==> config.mk <==
export PLATFORM = sky130hd
export DESIGN_NAME = shot_clock_countdown
export DESIGN_NICKNAME = d
export VERILOG_FILES = /design/src/rtl/shot_clock_countdown_pkg.sv /design/src/rtl/bin_to_bcd_2digit.sv /design/src/rtl/shot_clock_countdown.sv
export SDC_FILE = /design/constraint.sdc
export NUM_CORES = 1
export LEC_CHECK = 0
export ABC_AREA = 1
export CAP_MARGIN = 25
export CORE_UTILIZATION = 59
export CTS_CLUSTER_DIAMETER = 100
export DETAILED_ROUTE_END_ITERATION = 7
export PLACE_DENSITY = 0.8
export SYNTH_ARGS = -nofsm -noshare
export SYNTH_HDL_FRONTEND = slang
export SYNTH_HIERARCHICAL = 1
export SYNTH_SLANG_ARGS = --single-unit
==> constraint.sdc <==
create_clock -name clock_in -period 2.87 [get_ports clock_in]
set_input_delay 0.7175 -clock clock_in [delete_from_list [all_inputs] [get_ports clock_in]]
set_output_delay 0.7175 -clock clock_in [all_outputs]
set_load 0.005 [all_outputs]
==> src/rtl/shot_clock_countdown_pkg.sv <==
// Shared scoreboard definitions: FSM state encoding, default shot-clock
// values and the BCD digit type used by the display path.
package shot_clock_countdown_pkg;

  localparam int SHOT_FULL  = 24;
  localparam int SHOT_RESET = 14;
  localparam int CLK_HZ     = 50000000;

  typedef logic [3:0] bcd_t;

  typedef enum logic [1:0] {
    ST_IDLE   = 2'd0,
    ST_RUN    = 2'd1,
    ST_PAUSED = 2'd2,
    ST_BUZZ   = 2'd3
  } state_e;

endpackage

==> src/rtl/bin_to_bcd_2digit.sv <==
// Combinational 7-bit binary to two BCD digits; values above 99 show 9/9.
module bin_to_bcd_2digit
  import shot_clock_countdown_pkg::*;
(
  input  logic [6:0] bin,
  output bcd_t       tens,
  output bcd_t       units
);

  always_comb begin
    tens  = 4'd9;
    units = 4'd9;
    if (bin <= 7'd99) begin
      tens  = 4'(bin / 7'd10);
      units = 4'(bin % 7'd10);
    end
  end

endmodule

==> src/rtl/shot_clock_countdown.sv <==
// Shot-clock countdown: two presets, prescaled one-per-second stepping,
// start/pause control, timed buzzer and sticky expired flag.
//
// state  | meaning
// IDLE   | count holds, waiting for start
// RUN    | prescaler advances, count steps down on each tick
// PAUSED | count and prescaler frozen, partial second kept
// BUZZ   | count is 0, buzzer on for BUZZ_STEPS ticks
module shot_clock_countdown
  import shot_clock_countdown_pkg::*;
#(
  parameter int WIDTH      = 5,
  parameter int PRESET_A   = SHOT_FULL,
  parameter int PRESET_B   = SHOT_RESET,
  parameter int CLK_DIV    = CLK_HZ,
  parameter int BUZZ_STEPS = 2
) (
  input  logic             clock_in,
  input  logic             reset_n,
  input  logic             load_a,
  input  logic             load_b,
  input  logic             start,
  input  logic             pause,
  output logic [WIDTH-1:0] count_out,
  output bcd_t             bcd_tens,
  output bcd_t             bcd_units,
  output logic             running,
  output logic             expired,
  output logic             buzzer
);

  localparam logic [1:0] IDLE   = ST_IDLE;
  localparam logic [1:0] RUN    = ST_RUN;
  localparam logic [1:0] PAUSED = ST_PAUSED;
  localparam logic [1:0] BUZZ   = ST_BUZZ;

  localparam int PW = $clog2(CLK_DIV);
  localparam int BW = $clog2(BUZZ_STEPS + 1);

  localparam logic [PW-1:0]    PRESC_LAST = PW'(CLK_DIV - 1);
  localparam logic [BW-1:0]    BUZZ_LAST  = BW'(BUZZ_STEPS - 1);
  localparam logic [WIDTH-1:0] VAL_A      = WIDTH'(PRESET_A);
  localparam logic [WIDTH-1:0] VAL_B      = WIDTH'(PRESET_B);
  localparam logic [WIDTH-1:0] ONE        = WIDTH'(1);

  logic [1:0]       state;
  logic [PW-1:0]    presc;
  logic [BW-1:0]    buzz_cnt;
  logic [WIDTH-1:0] count;
  logic             tick;

  assign tick = ((state == RUN) || (state == BUZZ)) && (presc == PRESC_LAST);

  always_ff @(posedge clock_in or negedge reset_n) begin
    if (!reset_n) begin
      state    <= IDLE;
      presc    <= '0;
      buzz_cnt <= '0;
      count    <= '0;
      expired  <= 1'b0;
      buzzer   <= 1'b0;
    end else if (load_a || load_b) begin
      count    <= load_a ? VAL_A : VAL_B;
      presc    <= '0;
      buzz_cnt <= '0;
      expired  <= 1'b0;
      buzzer   <= 1'b0;
      if (state == BUZZ) state <= IDLE;
    end else begin
      case (state)
        IDLE, PAUSED: begin
          if (!pause && start && (count != '0)) state <= RUN;
        end
        RUN: begin
          // pause freezes the prescaler too, so a resume keeps the partial second
          if (pause) begin
            state <= PAUSED;
          end else if (tick) begin
            presc <= '0;
            if (count == ONE) begin
              count    <= '0;
              expired  <= 1'b1;
              buzzer   <= 1'b1;
              buzz_cnt <= '0;
              state    <= BUZZ;
            end else if (count != '0) begin
              count <= count - ONE;
            end
          end else begin
            presc <= presc + PW'(1);
          end
        end
        BUZZ: begin
          if (tick) begin
            presc <= '0;
            if (buzz_cnt == BUZZ_LAST) begin
              buzzer   <= 1'b0;
              buzz_cnt <= '0;
              state    <= IDLE;
            end else begin
              buzz_cnt <= buzz_cnt + BW'(1);
            end
          end else begin
            presc <= presc + PW'(1);
          end
        end
        default: state <= IDLE;
      endcase
    end
  end

  assign count_out = count;
  assign running   = (state == RUN);

  bin_to_bcd_2digit u_bcd (
    .bin   (7'(count)),
    .tens  (bcd_tens),
    .units (bcd_units)
  );

endmodule

== Word level (Yosys, flattened, before mapping) ==
Index checks and enable logic that the tools add are counted.
Word-level totals
  register bits after elaboration: 37
  input port bits: 6
  output and inout port bits: 16
Operators by class
  add/sub/neg operators: 3
  div/mod/pow operators: 2
  order comparisons: 1
  equality and inequality tests: 16
  muxes and demuxes: 38
  reduce and logical (&&, ||, !) cells: 20
Operators with widths (count)
  $mux W26: 3
  $pmux W26 S2: 1
  $mux W5: 7
  $mux W2: 14
  $add A26 B1 Y26 const B: 1
  $eq A26 B26 Y1 const B: 1
  $reduce_and A6 Y1: 2
  $mux W1: 8
  $mux W4: 2
  $ne A4 B2 Y1 const B: 2
  $reduce_and A4 Y1: 2
  $div A5 B4 Y7 const B: 1
  $le A5 B7 Y1 const B: 1
  $mod A5 B4 Y7 const B: 1
  $ne A3 B1 Y1 const B: 2
  $ne A3 B2 Y1 const B: 2
  $ne A3 B3 Y1 const B: 2
  $pmux W2 S3: 1
  $reduce_bool A2 Y1: 3
  $reduce_bool A3 Y1: 2
  $eq A5 B1 Y1 const B: 1
  $reduce_and A5 Y1: 1
  $reduce_bool A5 Y1: 1
  $sub A5 B1 Y5 const B: 1
  other kinds (12): 18

== Depth between registers and ports, before layout ==
  depth after elaboration: 7
  depth in mapped cells: 20

== Cells and area by module ==
The synthesis kept the hierarchy.
Modules (own cells, without submodules)
  shot_clock_countdown: times used 1, cells an instance 347, area each 2462.4 sq um, seq. area each 925.9 sq um
  bin_to_bcd_2digit: times used 1, cells an instance 72, area each 405.4 sq um, seq. area each 0.0 sq um

== Worst setup path before layout ==
Ideal clock, no wire load.
  path kind: register to output
  start: reg count[4], in the netlist count_out[4]
  end: out bcd_units[1]
  data arrival time: 1839 ps
  required time: 2152 ps
  setup slack: 314 ps
  cell stages (with the launch flop): 18
  path buffers: 0
  cell sequence: dfrtp_1 -> inv_2 -> nand2_1 -> nand2_2 -> o211ai_1 -> inv_2 -> nor2_4 -> inv_1 -> nand3_1 -> nand2_1 -> inv_1 -> ha_1 -> inv_1 -> nand3_2 -> nand2_2 -> nor2_4 -> nor2_1 -> nor2_1
Between the ends
  longest elaborated chain between the ends: 2
  elaborated cells on any way between the ends: 3
  those cells by class: 1 x div; 1 x order compare; 1 x mux
RTL lines
  start, declared: RTL line shot_clock_countdown.sv:49  | logic [WIDTH-1:0] count;
  start signal, assigned: RTL line shot_clock_countdown.sv:63  | count <= load_a ? VAL_A : VAL_B;
  start signal, assigned: RTL line shot_clock_countdown.sv:87  | count <= count - ONE;
  $mod A5 B4 Y7 or $le A5 B7 Y1 (tied branches): RTL line bin_to_bcd_2digit.sv:15, bin_to_bcd_2digit.sv:13
  $mux W4 (*): RTL line bin_to_bcd_2digit.sv:13  | if (bin <= 7'd99) begin
  end, declared: RTL line shot_clock_countdown.sv:26  | output bcd_t bcd_units,
Every way passes the cells marked *; elsewhere a longest branch is shown, timed or not.

== Worst setup path after layout ==
  start: reg count[4], in the netlist count_out[4]
  end: out bcd_units[2]
The elaborated chain is that of the path after synthesis.

==> impl_metrics.ini <==
[outcome]
status = complete, but fails checks
violations = setup timing

[floorplanning]
start_util = 0.637
die_w_um = 71.7
num_rows = 24
fp.dieH_um = 71.7
ios = 22
dieArea_um2 = 5140
core_area_um2 = 4500

[pwr]
power_leakage_uw = 0.00155
pwr-share-comb = 0.466
irDropWorstVdd_mv = 0.421
power_switching_share = 0.381
p_seq_frac = 0.325
p_switching_uw = 690
p_clk_frac = 0.209
intPower_uw = 1120
pwr_density_cell_nw_per_um2 = 541

[sta]
slew_violations = 0
tightest_slew_ns = 0.828
finClkSkew_ns = 0.00939
rsz0062_at_grt = yes
fin_crit_ns = 2.87
slew_headroom = 0.448
hold_viol_final = 0
max_freq_ghz = 0.348
period_share = 1.00
final-setup-viol-count = 1
setup_slack_ns = -0.00442

[logic_synthesis]
synth_cell_types = 37
async_flop_share = 1.00
synth_area_leader_cell = dfrtp_1
netlist_area_um2 = 2870
ys_ff_latch = 37
ys_top_cells_by_area = dfrtp_1 32%, nand2_1 14%, inv_1 6.4%
ys_seq_area_frac = 0.323
synth_common_cells = 106 x nand2_1, 49 x inv_1, 48 x nor2_1
postSynthCellCount = 419
avgSynthCellArea_um2 = 6.84
synth_edf_count = 0
yosysMostFrequentCell = nand2_1
ys.flop_type = dfrtp_1
ys_warn_count = 6
yosysTopAreaCellShare = 0.323

[layout]
num-fill-cells = 358
antennaDiodeCount = 0
drive_gt1_frac = 0.197
design_area_um2 = 3340
final_util = 0.743
final_nets = 474
area_growth_pct = 16.6

[global_route]
grt_max_degree = 38
grt_pass1_vias = 2545
grt_use_total = 0.276
grt_pass1_wl_mm = 11.3
antenna_found_initial = 0
overflow = 0

[worst_setup_path]
reg2reg_slack_ns = 1.01
critical_path.cell_chain = inv_2, nand2_2, nand2_2, o211ai_1, inv_2, nor2_4, nand2_4, nand2_4, nand2_4, nand2_2, inv_2, ha_4, inv_2, nand3_4, buf_6, nand4_1, nand2_1, nor2_1, buf_2
cp.required_ns = 2.15
endpoint_kind = primary output
cp_max_fo = 3
cpMostUsedCell = inv_2
path_class = flop to primary output
worstSetupStartpoint = count_out[4]
slowest_stage = dfrtp_1
rr_endpoint = count_out[4]
setup.worst_path.end = bcd_units[2]
cp-start-kind = flop
reg2reg_depth = 8
cpPeakStageDelay_ns = 0.37
critPathArrivalTime_ns = 2.16
r2r-start = count_out[2]

[clock_network]
htreeDepth = 2
clk_latency_ns = 0.30
clockBufferDepth = 2
root_buffer = clkbuf_8
cts.sinks = 37
clkTransAtPathRegs_ns = 0.08
cts_hold_buf = 0
cts_made_buffers = 5
cts_tree = built

[route]
ant_nets = 0
first_pass_iters = 4
wl_per_cell_um = 12.8
drt_iter0_markers = 283
vias = 2776
routed_wl_mm = 6.58
drc = 0
vias_per_cell = 5.39

[placement]
gp_congestion = 0.873
place_area_um2 = 3220
dp_slack_ns = -0.115
io_buffers = 19
dp_hpwl_mm = 4.88

[job]
max_cap_viol_count = 0

[worst_hold_path]
hold_class = flop to flop
worst max-delay path, delay by kind of cell (launching register included):
kind,cells,cell delay (ns)
and+or+nand+nor,11,0.79
buffers and inverters,6,0.48
DFF,1,0.37
adders and majority gates,1,0.15
AOI/OAI and AO/OA,1,0.09
cells by family after synthesis:
| family | share of synthesized area |
|---|---|
| AO/OA/AOI/OAI | 0.0790 |
| buffers and inverters | 0.0899 |
| AND/OR/NAND/NOR | 0.449 |
| XOR/XNOR | 0.0366 |
| other | 0.00131 |
| adder cells (fa/ha/maj) | 0.0218 |
| flip-flops | 0.323 |
how the worst min path moves through the flow:
| stage | depth (start not counted) | slack, ns | from | to |
|---|---|---|---|---|
| CTS | 2 | 0.49 | buzzer | buzzer |
| global route | 2 | 0.50 | buzzer | buzzer |
| floorplan | 0 | 0.42 | reset_n | buzz_cnt[0] |
| finish | 2 | 0.49 | buzzer | buzzer |
| detailed placement | 2 | 0.46 | buzzer | buzzer |
| global placement | 2 | 0.46 | buzzer | buzzer |
state kept, by name (all words and copies together), names as in the netlist:
signal,flops
presc,26
state,2
count_out,5
buzzer,1
buzz_cnt,2
expired,1
cell usage in the layout (no fill, tap or decap), types with 2 or more instances in the layout:
cell | netlist | layout
nand2_1 | 106 | 104
nor2_1 | 48 | 48
inv_1 | 49 | 47
dfrtp_1 | 37 | 37
nand3_1 | 35 | 34
nand2_2 | 18 | 19
buf_4 | 0 | 18
nand4_1 | 16 | 16
o21ai_0 | 14 | 14
clkdlybuf4s50_1 | 0 | 14
a21oi_1 | 12 | 12
inv_2 | 9 | 11
xor2_1 | 10 | 10
nor3_1 | 9 | 9
nor2_2 | 7 | 7
nor2_4 | 7 | 7
nand2_4 | 5 | 6
clkbuf_8 | 0 | 6
conb_1 | 1 | 6
o21ai_1 | 4 | 4
ha_1 | 5 | 4
buf_2 | 2 | 4
nand3_2 | 3 | 3
o21bai_1 | 2 | 2
xnor2_1 | 2 | 2
nor3_2 | 2 | 2
power groups by stage:
stage	registers, uW	logic (uW)	clock network [uW]
2_1_floorplan	601	477	0
3_3_place_gp	596	779	0
3_5_place_dp	598	800	0
4_1_cts	588	812	382
5_1_grt	594	936	398
6_report	589	843	378
per-layer routing:
layer,vias to the layer above,global-route usage,part of all wire
li1,1416,-,-
met1,1296,0.379,0.48
met2,51,0.452,0.48
met3,13,0.0380,0.028
met4,0,0.0893,0.018
met5,-,0,0
through the flow:
step | cells | total power [uW] | hold WS, ns | TNS, ns
floorplan | 424 | 1080 | 0.422 | 0
finish | 515 | 1810 | 0.489 | -0.00442
global placement | 505 | 1370 | 0.463 | 0
CTS | 514 | 1780 | 0.489 | -0.135
global route | 515 | 1930 | 0.505 | -0.531
detailed placement | 505 | 1400 | 0.459 | -0.211
repair_timing:
item,4_1_cts,5_1_grt
buffers inserted,2,2
endpoints found under the setup margin,4,4
resized for setup,19,6
endpoints found under the hold margin,0,0
gates cloned,0,0
pin swaps,8,10
layout make-up:
cell class              instances  area [um2]  share of cell area
well taps                      52        65.1              0.0195
multi-input cells             323        1740               0.520
repair buffers                 38         312              0.0932
clock buffers                   7        86.3              0.0258
flip-flops and latches         37         926               0.277
inverters                      58         218              0.0651
(Power assumes the default switching activity.)
